==> config.mk <==
export PLATFORM = sky130hd
export DESIGN_NAME = shift_sched
export DESIGN_NICKNAME = d
export VERILOG_FILES = /design/src/rtl/shift_sched_pkg.sv /design/src/rtl/shift_left_core.sv /design/src/rtl/shift_sched.sv
export SDC_FILE = /design/constraint.sdc
export NUM_CORES = 1
export LEC_CHECK = 0
export BUFFER_PORTS_ARGS = -buffer_cell sky130_fd_sc_hd__buf_2
export CORE_ASPECT_RATIO = 1.2
export CORE_MARGIN = 1.5
export CORE_UTILIZATION = 56
export DETAILED_ROUTE_END_ITERATION = 10
export PLACE_DENSITY = 0.85
export SLEW_MARGIN = 25
export SYNTH_ARGS = -nofsm -noshare
export SYNTH_HDL_FRONTEND = slang
export SYNTH_SLANG_ARGS = --single-unit
==> constraint.sdc <==
create_clock -name clk -period 3.1 [get_ports clk]
set_input_delay 0.465 -clock clk [delete_from_list [all_inputs] [get_ports clk]]
set_output_delay 0.465 -clock clk [all_outputs]
set_load 0.01 [all_outputs]
==> src/rtl/shift_sched_pkg.sv <==
// Shared definitions for the shift scheduler.
//   - Default data and shift-amount widths.
//   - Operation codes presented on reqN_op.
//   - FSM state encoding used by shift_sched.
package shift_sched_pkg;

  localparam int unsigned WidthDefault = 16;
  localparam int unsigned ShwDefault   = 4;

  localparam logic [1:0] OpSll = 2'b00;
  localparam logic [1:0] OpSrl = 2'b01;
  localparam logic [1:0] OpRol = 2'b10;
  localparam logic [1:0] OpRor = 2'b11;

  typedef enum logic [1:0] {
    StIdle = 2'b00,
    StP1   = 2'b01,
    StP2   = 2'b10,
    StResp = 2'b11
  } state_e;

endpackage

==> src/rtl/shift_left_core.sv <==
// Purely combinational left barrel shifter with zero fill.
// Ports:
//   din  - operand, WIDTH bits
//   amt  - shift amount, SHW bits (taken modulo WIDTH by construction)
//   dout - din shifted left by amt, vacated bits filled with zero
module shift_left_core #(
  parameter int unsigned WIDTH = 16,
  parameter int unsigned SHW   = 4
) (
  input  logic [WIDTH-1:0] din,
  input  logic [SHW-1:0]   amt,
  output logic [WIDTH-1:0] dout
);

  assign dout = din << amt;

endmodule

==> src/rtl/shift_sched.sv <==
// Two-requester shift/rotate scheduler sharing one left barrel shifter.
// One transaction is in flight at a time. SLL and SRL finish in one shifter pass (P1);
// rotates need a second pass (P2) that ORs in the wrapped-around part.
// Ports:
//   clk, rst_n                       - clock, synchronous active-low reset
//   reqN_valid/ready                 - request handshake for requester N (0, 1)
//   reqN_data/amt/op                 - operand, shift amount, op code (SLL/SRL/ROL/ROR)
//   rsp_valid/ready                  - response handshake
//   rsp_data, rsp_id                 - result and owning requester index
//   busy                             - high whenever the FSM is not idle
module shift_sched
  import shift_sched_pkg::*;
#(
  parameter int unsigned WIDTH = WidthDefault,
  parameter int unsigned SHW   = ShwDefault
) (
  input  logic             clk,
  input  logic             rst_n,

  input  logic             req0_valid,
  output logic             req0_ready,
  input  logic [WIDTH-1:0] req0_data,
  input  logic [SHW-1:0]   req0_amt,
  input  logic [1:0]       req0_op,

  input  logic             req1_valid,
  output logic             req1_ready,
  input  logic [WIDTH-1:0] req1_data,
  input  logic [SHW-1:0]   req1_amt,
  input  logic [1:0]       req1_op,

  output logic             rsp_valid,
  input  logic             rsp_ready,
  output logic [WIDTH-1:0] rsp_data,
  output logic             rsp_id,

  output logic             busy
);

  state_e           state_q, state_d;
  logic             ptr_q, ptr_d;
  logic [WIDTH-1:0] data_q, data_d;
  logic [SHW-1:0]   amt_q, amt_d;
  logic [1:0]       op_q, op_d;
  logic             id_q, id_d;
  logic [WIDTH-1:0] res_q, res_d;

  logic             grant;
  logic             accept;
  logic [SHW-1:0]   rot_amt;
  logic [WIDTH-1:0] sh_in;
  logic [SHW-1:0]   sh_amt;
  logic [WIDTH-1:0] sh_out;

  function automatic logic [WIDTH-1:0] bit_rev(input logic [WIDTH-1:0] v);
    logic [WIDTH-1:0] r;
    for (int i = 0; i < WIDTH; i++) begin
      r[i] = v[WIDTH-1-i];
    end
    return r;
  endfunction

  // Round-robin arbitration: the pointer only matters when both requesters are valid.
  // With a single valid, grant follows req1_valid, which picks whichever one is asking.
  always_comb begin
    if (req0_valid && req1_valid) begin
      grant = ptr_q;
    end else begin
      grant = req1_valid;
    end
  end

  // Reset is folded in so that no ready is shown while the block is being cleared.
  assign accept     = rst_n && (state_q == StIdle) && (req0_valid || req1_valid);
  assign req0_ready = accept && !grant;
  assign req1_ready = accept &&  grant;

  // ROR by n is ROL by (WIDTH - n) mod WIDTH; SHW-bit negation gives exactly that.
  assign rot_amt = (op_q == OpRor) ? SHW'(-amt_q) : amt_q;

  // Shifter operand selection. SRL is a left shift of the bit-reversed operand, which
  // is also how P2 builds the right-shifted wrap-around part of a rotate.
  always_comb begin
    sh_in  = data_q;
    sh_amt = amt_q;
    case (state_q)
      StP1: begin
        if (op_q == OpSrl) begin
          sh_in = bit_rev(data_q);
        end
        if (op_q[1]) begin
          sh_amt = rot_amt;
        end
      end
      StP2: begin
        sh_in  = bit_rev(data_q);
        sh_amt = SHW'(-rot_amt);
      end
      default: ;
    endcase
  end

  shift_left_core #(
    .WIDTH (WIDTH),
    .SHW   (SHW)
  ) u_shift_left_core (
    .din  (sh_in),
    .amt  (sh_amt),
    .dout (sh_out)
  );

  always_comb begin
    state_d = state_q;
    ptr_d   = ptr_q;
    data_d  = data_q;
    amt_d   = amt_q;
    op_d    = op_q;
    id_d    = id_q;
    res_d   = res_q;
    case (state_q)
      StIdle: begin
        if (accept) begin
          state_d = StP1;
          ptr_d   = ~grant;
          id_d    = grant;
          data_d  = grant ? req1_data : req0_data;
          amt_d   = grant ? req1_amt  : req0_amt;
          op_d    = grant ? req1_op   : req0_op;
        end
      end
      StP1: begin
        res_d   = (op_q == OpSrl) ? bit_rev(sh_out) : sh_out;
        state_d = op_q[1] ? StP2 : StResp;
      end
      StP2: begin
        // A zero rotate has no wrapped part; the reversed shift by 0 would echo data.
        if (rot_amt != '0) begin
          res_d = res_q | bit_rev(sh_out);
        end
        state_d = StResp;
      end
      StResp: begin
        if (rsp_ready) begin
          state_d = StIdle;
        end
      end
      default: state_d = StIdle;
    endcase
  end

  always_ff @(posedge clk) begin
    if (!rst_n) begin
      state_q <= StIdle;
      ptr_q   <= 1'b0;
      data_q  <= '0;
      amt_q   <= '0;
      op_q    <= '0;
      id_q    <= 1'b0;
      res_q   <= '0;
    end else begin
      state_q <= state_d;
      ptr_q   <= ptr_d;
      data_q  <= data_d;
      amt_q   <= amt_d;
      op_q    <= op_d;
      id_q    <= id_d;
      res_q   <= res_d;
    end
  end

  assign rsp_valid = (state_q == StResp);
  assign rsp_data  = res_q;
  assign rsp_id    = id_q;
  assign busy      = (state_q != StIdle);

endmodule
# Word level (Yosys, flattened, before mapping)
# Index checks and enable logic that the tools add are counted.
# op_classes
div	0
muxes	16
mul	0
shifts	1
order_cmp	0
n_reduce_logical	14
add_sub_neg	2
eq_ne	8
bitwise_logic	2
# op_table
op	n
16-bit two-way mux	4
16-bit one-hot mux with 2 select lines	2
16-bit OR	1
16-bit by 4-bit left shift with 16-bit output	1
4-bit two-way mux	3
4-bit negator	2
2-bit one-hot mux with 4 select lines	1
4-bit one-hot mux with 2 select lines	1
2-bit equality test (second input constant)	3
2-bit two-way mux	3
2-bit AND reduction	3
1-bit logical AND	5
2-bit by 1-bit equality test with 1-bit output (second input constant)	2
2-bit != test (second input constant)	2
2-bit nonzero test	2
4-bit nonzero test	1
2-bit zero test	1
1-bit two-way mux	2
2-bit by 1-bit != test with 1-bit output (second input constant)	1
1-bit zero test	1
1-bit logical OR	1
1-bit NOT	1
# word_totals
reg_bits	42
ram_bits	0
memories	0
latchBits	0
in_bits	49
romBits	0

# Depth between registers and ports, before layout
# Gate-level depths: netlist of run 1.
# depth
ltp_word	8
mapped_depth	14

# Hierarchy
# Synthesis of run 1 repeated with hierarchy kept, for this count alone.
# unflattened
hier_cells	370
hier_area_um2	3304.4
# by_module_without_submodules
module	cells_each	instances	area_per_inst_um2
shift_sched	291	1	2544.9
shift_left_core	79	1	759.5

# Worst setup path before layout of run 1
# OpenSTA, ideal clock, no wires.
# synth_timing
path_type	reg-to-reg
start	register state_q[0]
end	register res_q[11] (netlist: rsp_data[11])
t_arrival_ns	2.490
path_buffers	1
path_stages_with_launch	12
setup_time_ns	0.122
setup_slack_ns	0.488
required_time_ns	2.978
cell_sequence	dfxtp_1 inv_1 ha_1 buf_2 inv_1 nor3_1 a221oi_2 o221ai_1 nand3_1 o311a_1 a21oi_1 o311a_1
# synth_between
elab_chain_len	6
elab_cells_between_ends	12
classes_between	eq/ne: 3; shift: 1; mux: 5; bitwise: 1; reduce/logical: 2
# synth_rtl
item	line	rtl
from (decl)	shift_sched.sv:40	state_e state_q, state_d;
from (signal assigned)	shift_sched.sv:153	state_q <= StIdle;
from (signal assigned)	shift_sched.sv:161	state_q <= state_d;
2-bit equality test / 2-bit by 1-bit equality test with 1-bit output (equally long branches)	shift_sched.sv:86, shift_sched.sv:120	
16-bit one-hot mux with 2 select lines / 4-bit one-hot mux with 2 select lines (equally long branches)	shift_sched.sv:86	case (state_q)
16-bit by 4-bit left shift with 16-bit output	shift_left_core.sv:15	assign dout = din << amt;
16-bit OR	shift_sched.sv:138	res_d = res_q | bit_rev(sh_out);
16-bit two-way mux	shift_sched.sv:137	if (rot_amt != '0) begin
16-bit one-hot mux with 2 select lines	shift_sched.sv:120	case (state_q)
to (signal assigned)	shift_sched.sv:167	res_q <= res_d;
to (decl)	shift_sched.sv:46	logic [WIDTH-1:0] res_q, res_d;
# Several ways; a longest one is shown, not always the timed one. The select of a mux whose other input is x is not followed.
# A chain may end at the register's enable or synchronous reset.

# Worst setup path after layout of run 1
# layout_timing
start	register state_q[1]
end	register res_q[9] (netlist: rsp_data[9])
# Same word-level chain as after synthesis.

==> flow_metrics.env, run 1 <==
export IMPL_synthArstFlopShare_pct=0
export IMPL_number_of_drc_violations_after_detailed_routing=0
export IMPL_postCtsHoldBufs=0
export IMPL_worst_ep_arrival_time_ns=3.11
export IMPL_clock_sinks=42
export IMPL_area_growth_synth_to_final_pct=19.72
export IMPL_final_period_minus_worst_setup_slack_ns=2.895
export IMPL_slew_violations=0
export IMPL_timing_hold_worst_path_depth=2
export IMPL_post_place_cells=597
export IMPL_cts_buffers=5
export IMPL_drive_above_1_share_pct=27.59
export IMPL_timing_hold_violations_final=0
export IMPL_placement_cell_area_um2=4098
export IMPL_number_of_h_tree_branching_levels=2
export IMPL_die_width_um=75.59
export IMPL_cts_tree="yes"
export IMPL_ys_warn_count=0
export IMPL_clock_skew_final_ns=0.005476
export IMPL_worst_setup_path_category="reg2reg"
export IMPL_num_io_pins=70
export IMPL_num_rows=31
export IMPL_worstPathRequired_ns=3.32
export IMPL_ff_latch_area_um2=840.8
export IMPL_path_buf_inv=4
export IMPL_global_route_overflow_total=0
export IMPL_worstSetupStartpointType="flip-flop"
export IMPL_crit_path_top_delay_cell="sky130_fd_sc_hd__or4bb_1"
export IMPL_synth_net_count=501
export IMPL_path_clk_slew_ns=0.08
export IMPL_syn_mean_instance_area_um2=7.957
export IMPL_filler_cell_count=509
export IMPL_finalCritPeriodShare_pct=93.39
export IMPL_vias=3834
export IMPL_finished_layout_cells=604
export IMPL_globalplace_congestion=0.9676
export IMPL_powerDensity_nw_per_um2=1260
export IMPL_hp_class="reg2reg"
export IMPL_core_area_um2=6090
export IMPL_initial_core_util_pct=58.15
export IMPL_standby_leakage_power_uw=0.001897
export IMPL_dp_wirelength_mm=7.857
export IMPL_critPathCaptureType="flip-flop"
export IMPL_r2r_cells=13
export IMPL_run_status="complete, no violations"
export IMPL_number_of_iterations_in_the_first_detailed_routing_pass=6
export IMPL_clkLatencyLatePin_ns=0.30
export IMPL_synth_cell_type_count=70
export IMPL_largest_net_degree_at_the_start_of_global_routing=46
export IMPL_postCtsSetupBuffers=0
export IMPL_postSynth_topFlopCell="sky130_fd_sc_hd__dfxtp_1"
export IMPL_largest_stage_delay_worst_path_ns=0.53
export IMPL_die_area_um2=6811
export IMPL_global_route_wire_length_before_repair_mm=16.79
export IMPL_routed_wl_mm=10.25
export IMPL_area_of_combinational_cells_with_multiple_inputs_um2=2484
export IMPL_syn_instance_count=445
export IMPL_finalCoreUtilization_pct=69.61
export IMPL_ys_seq_elements=42
export IMPL_fin_total_pwr_uw=5341
export IMPL_netlist_area_um2=3541
export IMPL_antenna_found_initial=0
export IMPL_post_cts_sizing_count=0
export IMPL_final_area_um2=4239
export IMPL_timing_worst_slew_pin_value_ns=0.9755
export IMPL_crit_family="simple AND/OR/NAND/NOR gates"
export IMPL_synth_edf_count=0
export IMPL_ant_nets=0
export IMPL_layout_cells_most_common_list="sky130_fd_sc_hd__buf_2, sky130_fd_sc_hd__nor2_1, sky130_fd_sc_hd__mux2i_1"
export IMPL_groute_usage_overall_pct=31.02
export IMPL_cp_cell_instances="inv_1 > buf_4 > ha_1 > buf_4 > or4bb_1 > o211ai_1 > a22oi_1 > buf_4 > nor3_1 > nor2_1 > o21ai_0 > a21oi_1 > o31ai_1"
export IMPL_critPathMostFrequentCell="sky130_fd_sc_hd__buf_4"
export IMPL_first_iter_violations=300
export IMPL_first_global_vias=3621
export IMPL_route_detailed_wl_per_inst_um=16.98
export IMPL_synth_yosys_seq_area_share_pct=23.75
export IMPL_cts_root_buf="sky130_fd_sc_hd__clkbuf_8"
export IMPL_maxClockFrequency_ghz=0.3454
export IMPL_die_h_um=90.11
export IMPL_num_nets_final=578
export IMPL_finalSetupViolCount=0
export IMPL_vdd_drop_max_mv=0.8121
export IMPL_cts_path_max_buffers=2
export IMPL_io_buffers=69
export IMPL_vias_per_cell=6.348
export IMPL_critical_path_max_fanout=5
export IMPL_num_antenna_cells=0
export IMPL_slew_headroom_pct=34.90
export IMPL_timing_critical_path_depth=13
export IMPL_timing_max_cap_violations=0
export IMPL_mostFrequentLayoutCell="sky130_fd_sc_hd__buf_2"
-- report_power, final --
group	total, uW	switching, uW	internal (uW)
Combinational	3910	2310	1600
Clock	462	204	258
Sequential	969	232	737
-- synth_stat cells, drive strengths merged, types with 2 or more instances --
master | n | share of area (%)
a221oi | 6 | 1.7
nand3b | 3 | 0.64
a211oi | 29 | 6.3
nor2b | 3 | 0.53
clkbuf | 16 | 1.7
nand2b | 7 | 1.2
o211ai | 6 | 1.3
ha | 7 | 2.5
mux2i | 49 | 14
nor3 | 8 | 1.4
and3 | 3 | 0.53
dfxtp | 42 | 24
o311ai | 3 | 1.2
o31ai | 4 | 0.99
o21ai | 36 | 5.2
a21boi | 4 | 1.2
nand3 | 9 | 1.3
a21oi | 25 | 3.9
nor2 | 58 | 6.2
o221ai | 9 | 2.4
a311oi | 3 | 0.74
a31oi | 2 | 0.35
buf | 22 | 4.0
nand2 | 30 | 3.6
o32ai | 7 | 1.9
mux2 | 2 | 0.64
o22ai | 9 | 1.8
inv | 13 | 1.4
o311a | 2 | 0.57
nor4 | 2 | 0.78
o21a | 5 | 1.1
a22oi | 2 | 0.42
-- flip-flops by register name, indices dropped and copies added (netlist names) --
name,count
amt_q,4
data_q,16
op_q,2
ptr_q,1
rsp_data,16
rsp_id,1
state_q,2
-- worst reg2reg max path, delay by kind of cell (launching register included) --
| kind | cells | cell delay [ns] |
|---|---|---|
| buf+inv | 4 | 0.54 |
| simple gates | 3 | 0.95 |
| fa+ha+maj | 1 | 0.24 |
| compound gates | 5 | 0.73 |
| flops | 1 | 0.34 |
-- layout make-up --
| type | instances | share of cell area, % |
|---|---|---|
| clock buffer | 6 | 1.948 |
| multi-input combinational | 352 | 58.59 |
| clock inverter | 1 | 0.7084 |
| inverter | 13 | 1.151 |
| sequential | 42 | 19.83 |
| timing repair buffer | 108 | 15.35 |
| tap | 82 | 2.420 |
-- path summary, 6_finish.rpt --
kind	slack [ns]	end	startpoint
max	0.20	rsp_data[9]$_SDFFE_PN0P_	state_q[1]$_SDFFE_PN0P_
min	0.49	rsp_data[9]$_SDFFE_PN0P_	rsp_data[9]$_SDFFE_PN0P_
max reg2reg	0.20	rsp_data[9]$_SDFFE_PN0P_	state_q[1]$_SDFFE_PN0P_
min reg2reg	0.49	rsp_data[9]$_SDFFE_PN0P_	rsp_data[9]$_SDFFE_PN0P_
-- per-stage QoR --
stage	hold WS, ns	setup WS [ns]	setup TNS [ns]
2_1_floorplan	0.4757	0.4883	0
3_3_place_gp	0.4568	0.2482	0
3_5_place_dp	0.4752	0.1997	0
4_1_cts	0.4869	0.1879	0
5_1_grt	0.5071	-0.004809	-0.004809
6_report	0.4919	0.2049	0
-- routing by layer --
| layer | global-route usage, % | routed length, um | up-vias |
|---|---|---|---|
| met1 | 37.22 | 4065 | 1759 |
| met5 | 0 | 0 | - |
| met3 | 5.381 | 644 | 40 |
| met2 | 52.19 | 5099 | 204 |
| li1 | - | - | 1831 |
| met4 | 13.99 | 444 | 0 |
-- cells by family after synthesis --
kind of cell               synth area share [%]
AOI/OAI and AO/OA                         33.89
and+or+nand+nor                           17.81
buffers and inverters                     7.102
muxes                                     14.49
DFF                                       23.75
adders and majority gates                 2.473
xor gates and xnor gates                 0.4948
(Power assumes the default switching activity.)
==> inputs of run 2 (changes only) <==
Settings changed: PLACE_DENSITY 0.85 to 0.81.
==> run 2 against run 1 <==
Against the previous run: sequential cell count unchanged; die area unchanged; clock power shrank 16%; final area shrank 1.2%; critical path type unchanged; critical endpoint is now rsp_data[10]$_SDFFE_PN0P_.
==> flow_metrics.env, run 2 (synthesized netlist as in run 1, its figures left out) <==
export IMPL_clock_skew_final_ns=0.006514
export IMPL_num_antenna_cells=0
export IMPL_routed_wl_mm=10.09
export IMPL_cts_root_buf="sky130_fd_sc_hd__clkbuf_8"
export IMPL_postCtsSetupBuffers=0
export IMPL_io_buffers=69
export IMPL_path_clk_slew_ns=0.09
export IMPL_first_global_vias=3606
export IMPL_post_place_ws_ns=0.1564
export IMPL_num_rows=31
export IMPL_clock_sinks=42
export IMPL_layout_cells_most_common_list="sky130_fd_sc_hd__buf_2, sky130_fd_sc_hd__nor2_1, sky130_fd_sc_hd__mux2i_1"
export IMPL_maxClockFrequency_ghz=0.3441
export IMPL_die_area_um2=6811
export IMPL_critical_path_max_fanout=14
export IMPL_mostFrequentLayoutCell="sky130_fd_sc_hd__buf_2"
export IMPL_setup_slack_ns=0.1940
export IMPL_number_of_drc_violations_after_detailed_routing=0
export IMPL_slew_headroom_pct=33.10
export IMPL_initial_core_util_pct=58.15
export IMPL_ff_latch_area_um2=840.8
export IMPL_ant_nets=0
export IMPL_drive_above_1_share_pct=27.12
export IMPL_vias_per_cell=6.311
export IMPL_dp_wirelength_mm=7.681
export IMPL_largest_net_degree_at_the_start_of_global_routing=46
export IMPL_postCtsHoldBufs=0
export IMPL_crit_path_top_delay_cell="sky130_fd_sc_hd__o32ai_2"
export IMPL_slew_violations=0
export IMPL_run_status="complete, no violations"
export IMPL_largest_stage_delay_worst_path_ns=0.35
export IMPL_groute_usage_overall_pct=31.24
export IMPL_timing_hold_violations_final=0
export IMPL_powerDensity_nw_per_um2=1240
export IMPL_worstPathRequired_ns=3.33
export IMPL_core_area_um2=6090
export IMPL_finalSetupViolCount=0
export IMPL_cts_path_max_buffers=2
export IMPL_vdd_drop_max_mv=0.6632
export IMPL_first_iter_violations=299
export IMPL_route_detailed_wl_per_inst_um=16.76
export IMPL_grt_setup_unrepaired="no"
export IMPL_filler_cell_count=521
export IMPL_number_of_iterations_in_the_first_detailed_routing_pass=5
export IMPL_final_area_um2=4187
export IMPL_final_period_minus_worst_setup_slack_ns=2.906
export IMPL_timing_max_cap_violations=0
export IMPL_cts_buffers=5
export IMPL_clkLatencyLatePin_ns=0.31
export IMPL_die_width_um=75.59
export IMPL_setup_total_negative_slack_ns=0
export IMPL_area_growth_synth_to_final_pct=18.23
export IMPL_global_route_wire_length_before_repair_mm=16.82
export IMPL_vias=3799
export IMPL_num_nets_final=575
export IMPL_met3_length_um=485
export IMPL_holdWs_ns=0.4899
export IMPL_num_io_pins=70
export IMPL_routed_top_layer="met4"
export IMPL_met2_wirelength_from_detailed_routing_mm=4.971
export IMPL_die_h_um=90.11
export IMPL_antenna_found_initial=0
export IMPL_worst_setup_path_category="reg2reg"
export IMPL_global_route_overflow_total=0
export IMPL_worstSetupStartpointType="flip-flop"
export IMPL_area_of_combinational_cells_with_multiple_inputs_um2=2471
export IMPL_worst_ep_arrival_time_ns=3.14
export IMPL_cts_tree="yes"
export IMPL_cp_cell_instances="inv_1 > buf_4 > ha_1 > buf_4 > a21bo_2 > a211oi_2 > o221ai_2 > buf_4 > buf_4 > o32ai_2 > o21ai_0 > a211oi_1"
export IMPL_wl_met1_mm=4.210
export IMPL_critPathCaptureType="flip-flop"
export IMPL_standby_leakage_power_uw=0.001872
export IMPL_number_of_h_tree_branching_levels=2
export IMPL_finalCritPeriodShare_pct=93.74
export IMPL_timing_worst_slew_pin_value_ns=1.002
export IMPL_critPathMostFrequentCell="sky130_fd_sc_hd__buf_4"
export IMPL_globalplace_congestion=1.012
export IMPL_placement_cell_area_um2=4075
export IMPL_hp_class="in2reg"
==> run 2: timing repair <==
item                                   4_1_cts  5_1_grt
resized for setup                            0        5
setup endpoints to repair                    0        8
endpoints found under the hold margin        0        0
==> run 2: area by class of cell <==
class	instances	share of cell area, %
multi-input combinational	352	59.03
sequential	42	20.08
timing repair buffer	105	15.00
tap	82	2.451
clock buffer	6	1.973
inverter	13	1.166
clock inverter	2	0.2989
==> run 2: critical path, delay by kind of cell, from the launching register on <==
family / cells / cell delay [ns]
adder cells (fa/ha/maj): 1 / 0.24
buffers and inverters: 5 / 0.79
AO/OA/AOI/OAI: 6 / 1.48
flip-flops: 1 / 0.32
==> run 2: per-layer routing <==
| layer | GRT usage (%) | vias up |
|---|---|---|
| met5 | 0 | - |
| met4 | 15.77 | 0 |
| met3 | 5.269 | 36 |
| met2 | 51.32 | 161 |
| met1 | 37.98 | 1770 |
| li1 | - | 1832 |
==> run 2: worst paths after layout <==
kind	slack (ns)	endpoint	cells past startpoint	from
worst max-delay path	0.19	rsp_data[10]$_SDFFE_PN0P_	12	state_q[0]$_SDFFE_PN0P_
worst min-delay path	0.49	data_q[5]$_SDFFE_PN0P_	3	req1_data[5]
worst min register to register	0.50	rsp_data[6]$_SDFFE_PN0P_	2	rsp_data[6]$_SDFFE_PN0P_
worst max register to register	0.19	rsp_data[10]$_SDFFE_PN0P_	12	state_q[0]$_SDFFE_PN0P_
==> run 2: where the power goes <==
group | total [uW] | switching (uW) | internal [uW] | leakage, uW
Clock | 386 | 206 | 179 | 0.0000472
Sequential | 959 | 222 | 737 | 0.000347
Combinational | 3850 | 2280 | 1570 | 0.00148
==> run 2: through the flow <==
| stage | total power (uW) | utilization, % | std cells |
|---|---|---|---|
| after floorplan | 3615 | - | 445 |
| after global placement | 4612 | 66.92 | 594 |
| after detailed placement | 4681 | 66.92 | 594 |
| after CTS | 5085 | 68.48 | 602 |
| after global routing | 5616 | 68.75 | 602 |
| final | 5192 | 68.75 | 602 |
==> inputs of run 3 (changes only) <==
Settings changed: SETUP_SLACK_MARGIN from default to 0.2.
==> run 3 against run 2 <==
Against the previous run: global-route usage up 0.31 points; final area up 3.1%; sequential power up 0.9%; first-iteration DRC count up 17%; sequential cell count unchanged; fmax up 2.2%; non-clock buffer count up 4; critical endpoint unchanged.
==> flow_metrics.env, run 3 (synthesized netlist as in run 1, its figures left out) <==
export IMPL_vias_per_cell=6.499
export IMPL_io_buffers=69
export IMPL_vdd_drop_max_mv=0.7052
export IMPL_timing_worst_slew_pin_value_ns=1.016
export IMPL_final_period_minus_worst_setup_slack_ns=2.843
export IMPL_num_nets_final=580
export IMPL_worstPathRequired_ns=3.28
export IMPL_cts_buffers=5
export IMPL_route_detailed_wl_per_inst_um=17.74
export IMPL_powerDensity_nw_per_um2=1269
export IMPL_die_h_um=90.11
export IMPL_r2r_setup_slack_ns=0.26
export IMPL_layout_cells_most_common_list="sky130_fd_sc_hd__buf_2, sky130_fd_sc_hd__nor2_1, sky130_fd_sc_hd__mux2i_1"
export IMPL_setup_slack_ns=0.2567
export IMPL_hold_path_startpoint="req1_data[5]"
export IMPL_cts_path_max_buffers=2
export IMPL_dp_wirelength_mm=7.681
export IMPL_num_rows=31
export IMPL_grt_setup_unrepaired="yes"
export IMPL_worst_ep_arrival_time_ns=3.03
export IMPL_run_status="complete, no violations"
export IMPL_vias=3945
export IMPL_die_area_um2=6811
export IMPL_number_of_iterations_in_the_first_detailed_routing_pass=5
export IMPL_antenna_found_initial=0
export IMPL_mostFrequentLayoutCell="sky130_fd_sc_hd__buf_2"
export IMPL_core_area_um2=6090
export IMPL_clkLatencyLatePin_ns=0.31
export IMPL_groute_usage_overall_pct=31.55
export IMPL_num_io_pins=70
export IMPL_globalplace_congestion=1.012
export IMPL_critical_path_max_fanout=9
export IMPL_finalSetupViolCount=0
export IMPL_timing_max_cap_violations=0
export IMPL_critPathCaptureType="flip-flop"
export IMPL_slew_headroom_pct=32.18
export IMPL_number_of_h_tree_branching_levels=2
export IMPL_global_route_overflow_total=0
export IMPL_routed_wl_mm=10.77
export IMPL_clock_skew_final_ns=0.007503
export IMPL_maxClockFrequency_ghz=0.3517
export IMPL_largest_net_degree_at_the_start_of_global_routing=46
export IMPL_first_iter_violations=351
export IMPL_drive_above_1_share_pct=29.90
export IMPL_worst_setup_path_category="reg2reg"
export IMPL_r2r_start="state_q[0]$_SDFFE_PN0P_"
export IMPL_number_of_drc_violations_after_detailed_routing=0
export IMPL_filler_cell_count=496
export IMPL_die_width_um=75.59
export IMPL_setup_total_negative_slack_ns=0
export IMPL_global_route_wire_length_before_repair_mm=17.00
export IMPL_standby_leakage_power_uw=0.001909
export IMPL_cts_tree="yes"
export IMPL_hp_class="in2reg"
export IMPL_postCtsHoldBufs=0
export IMPL_path_clk_slew_ns=0.09
export IMPL_cts_root_buf="sky130_fd_sc_hd__clkbuf_8"
export IMPL_ant_nets=0
export IMPL_timing_hold_violations_final=0
export IMPL_setup_worst_path_start="state_q[0]$_SDFFE_PN0P_"
export IMPL_first_global_vias=3629
export IMPL_worstSetupStartpointType="flip-flop"
export IMPL_initial_core_util_pct=58.15
export IMPL_slew_violations=0
export IMPL_finalCritPeriodShare_pct=91.72
export IMPL_post_place_ws_ns=0.1564
export IMPL_area_growth_synth_to_final_pct=21.91
export IMPL_clock_sinks=42
export IMPL_num_antenna_cells=0
## run 3: changes by cell type in the layout (fill, tap and decap cells not counted), sizes merged
| cell | before | now |
|---|---|---|
| inv | 13 | 12 |
| clkinvlp | 1 | 2 |
| buf | 105 | 109 |
| o221a | 1 | 2 |
## run 3: repair_timing
| action | 4_1_cts | 5_1_grt |
|---|---|---|
| buffers inserted | 0 | 4 |
| gates cloned | 0 | 1 |
| pin swaps | 0 | 5 |
| gates resized for setup | 3 | 18 |
| setup endpoints to repair | 5 | 16 |
## run 3: through the flow
stage          instances  utilization [%]  instance area (um^2)  hold WS, ns  total power [uW]
2_1_floorplan        445                -                  3541       0.4757              3615
5_1_grt              607            70.89                  4317       0.5086              5885
6_report             607            70.89                  4317       0.4892              5479
4_1_cts              602            68.58                  4177       0.4913              5102
3_3_place_gp         594            66.92                  4075       0.4656              4612
3_5_place_dp         594            66.92                  4075       0.4802              4681
## run 3: critical path, cell delays in order, from the launching register on
cell,delay (ns)
sky130_fd_sc_hd__dfxtp_1,0.33
sky130_fd_sc_hd__inv_1,0.06
sky130_fd_sc_hd__ha_1,0.30
sky130_fd_sc_hd__buf_4,0.19
sky130_fd_sc_hd__or3b_4,0.48
sky130_fd_sc_hd__nand3_1,0.14
sky130_fd_sc_hd__a21boi_2,0.24
sky130_fd_sc_hd__o221ai_1,0.22
sky130_fd_sc_hd__a32o_2,0.36
sky130_fd_sc_hd__and2_1,0.18
sky130_fd_sc_hd__o21ai_0,0.15
sky130_fd_sc_hd__a211oi_1,0.07
## run 3: worst paths after layout
| path | to | depth (start not counted) |
|---|---|---|
| max | rsp_data[10]$_SDFFE_PN0P_ | 11 |
| min | data_q[5]$_SDFFE_PN0P_ | 3 |
| min reg2reg | rsp_data[6]$_SDFFE_PN0P_ | 2 |
| max reg2reg | rsp_data[10]$_SDFFE_PN0P_ | 11 |
## run 3: area by class of cell
class / instances / area, um^2 / share of cell area, %
Tap cell: 82 / 102.6 / 2.377
Multi-Input combinational cell: 353 / 2562 / 59.36
Inverter: 13 / 52.55 / 1.217
Clock inverter: 2 / 12.51 / 0.2899
Timing Repair Buffer: 109 / 661.9 / 15.33
Sequential cell: 42 / 842.1 / 19.51
Clock buffer: 6 / 82.58 / 1.913
## run 3: routing by layer
layer	track usage, %	wire length [um]	part of all wire (%)	up-vias
met5	0	0	0	-
met4	16.52	580	5.4	0
met3	5.942	680	6.3	57
met2	52.05	5238	49	218
met1	37.50	4267	40	1824
li1	-	-	-	1846
## run 3: where the power goes
group          total [uW]  internal [uW]  switching, uW
logic                4120           1680           2450
registers             968            738            229
clock network         387            179            207
total                5480           2590           2880
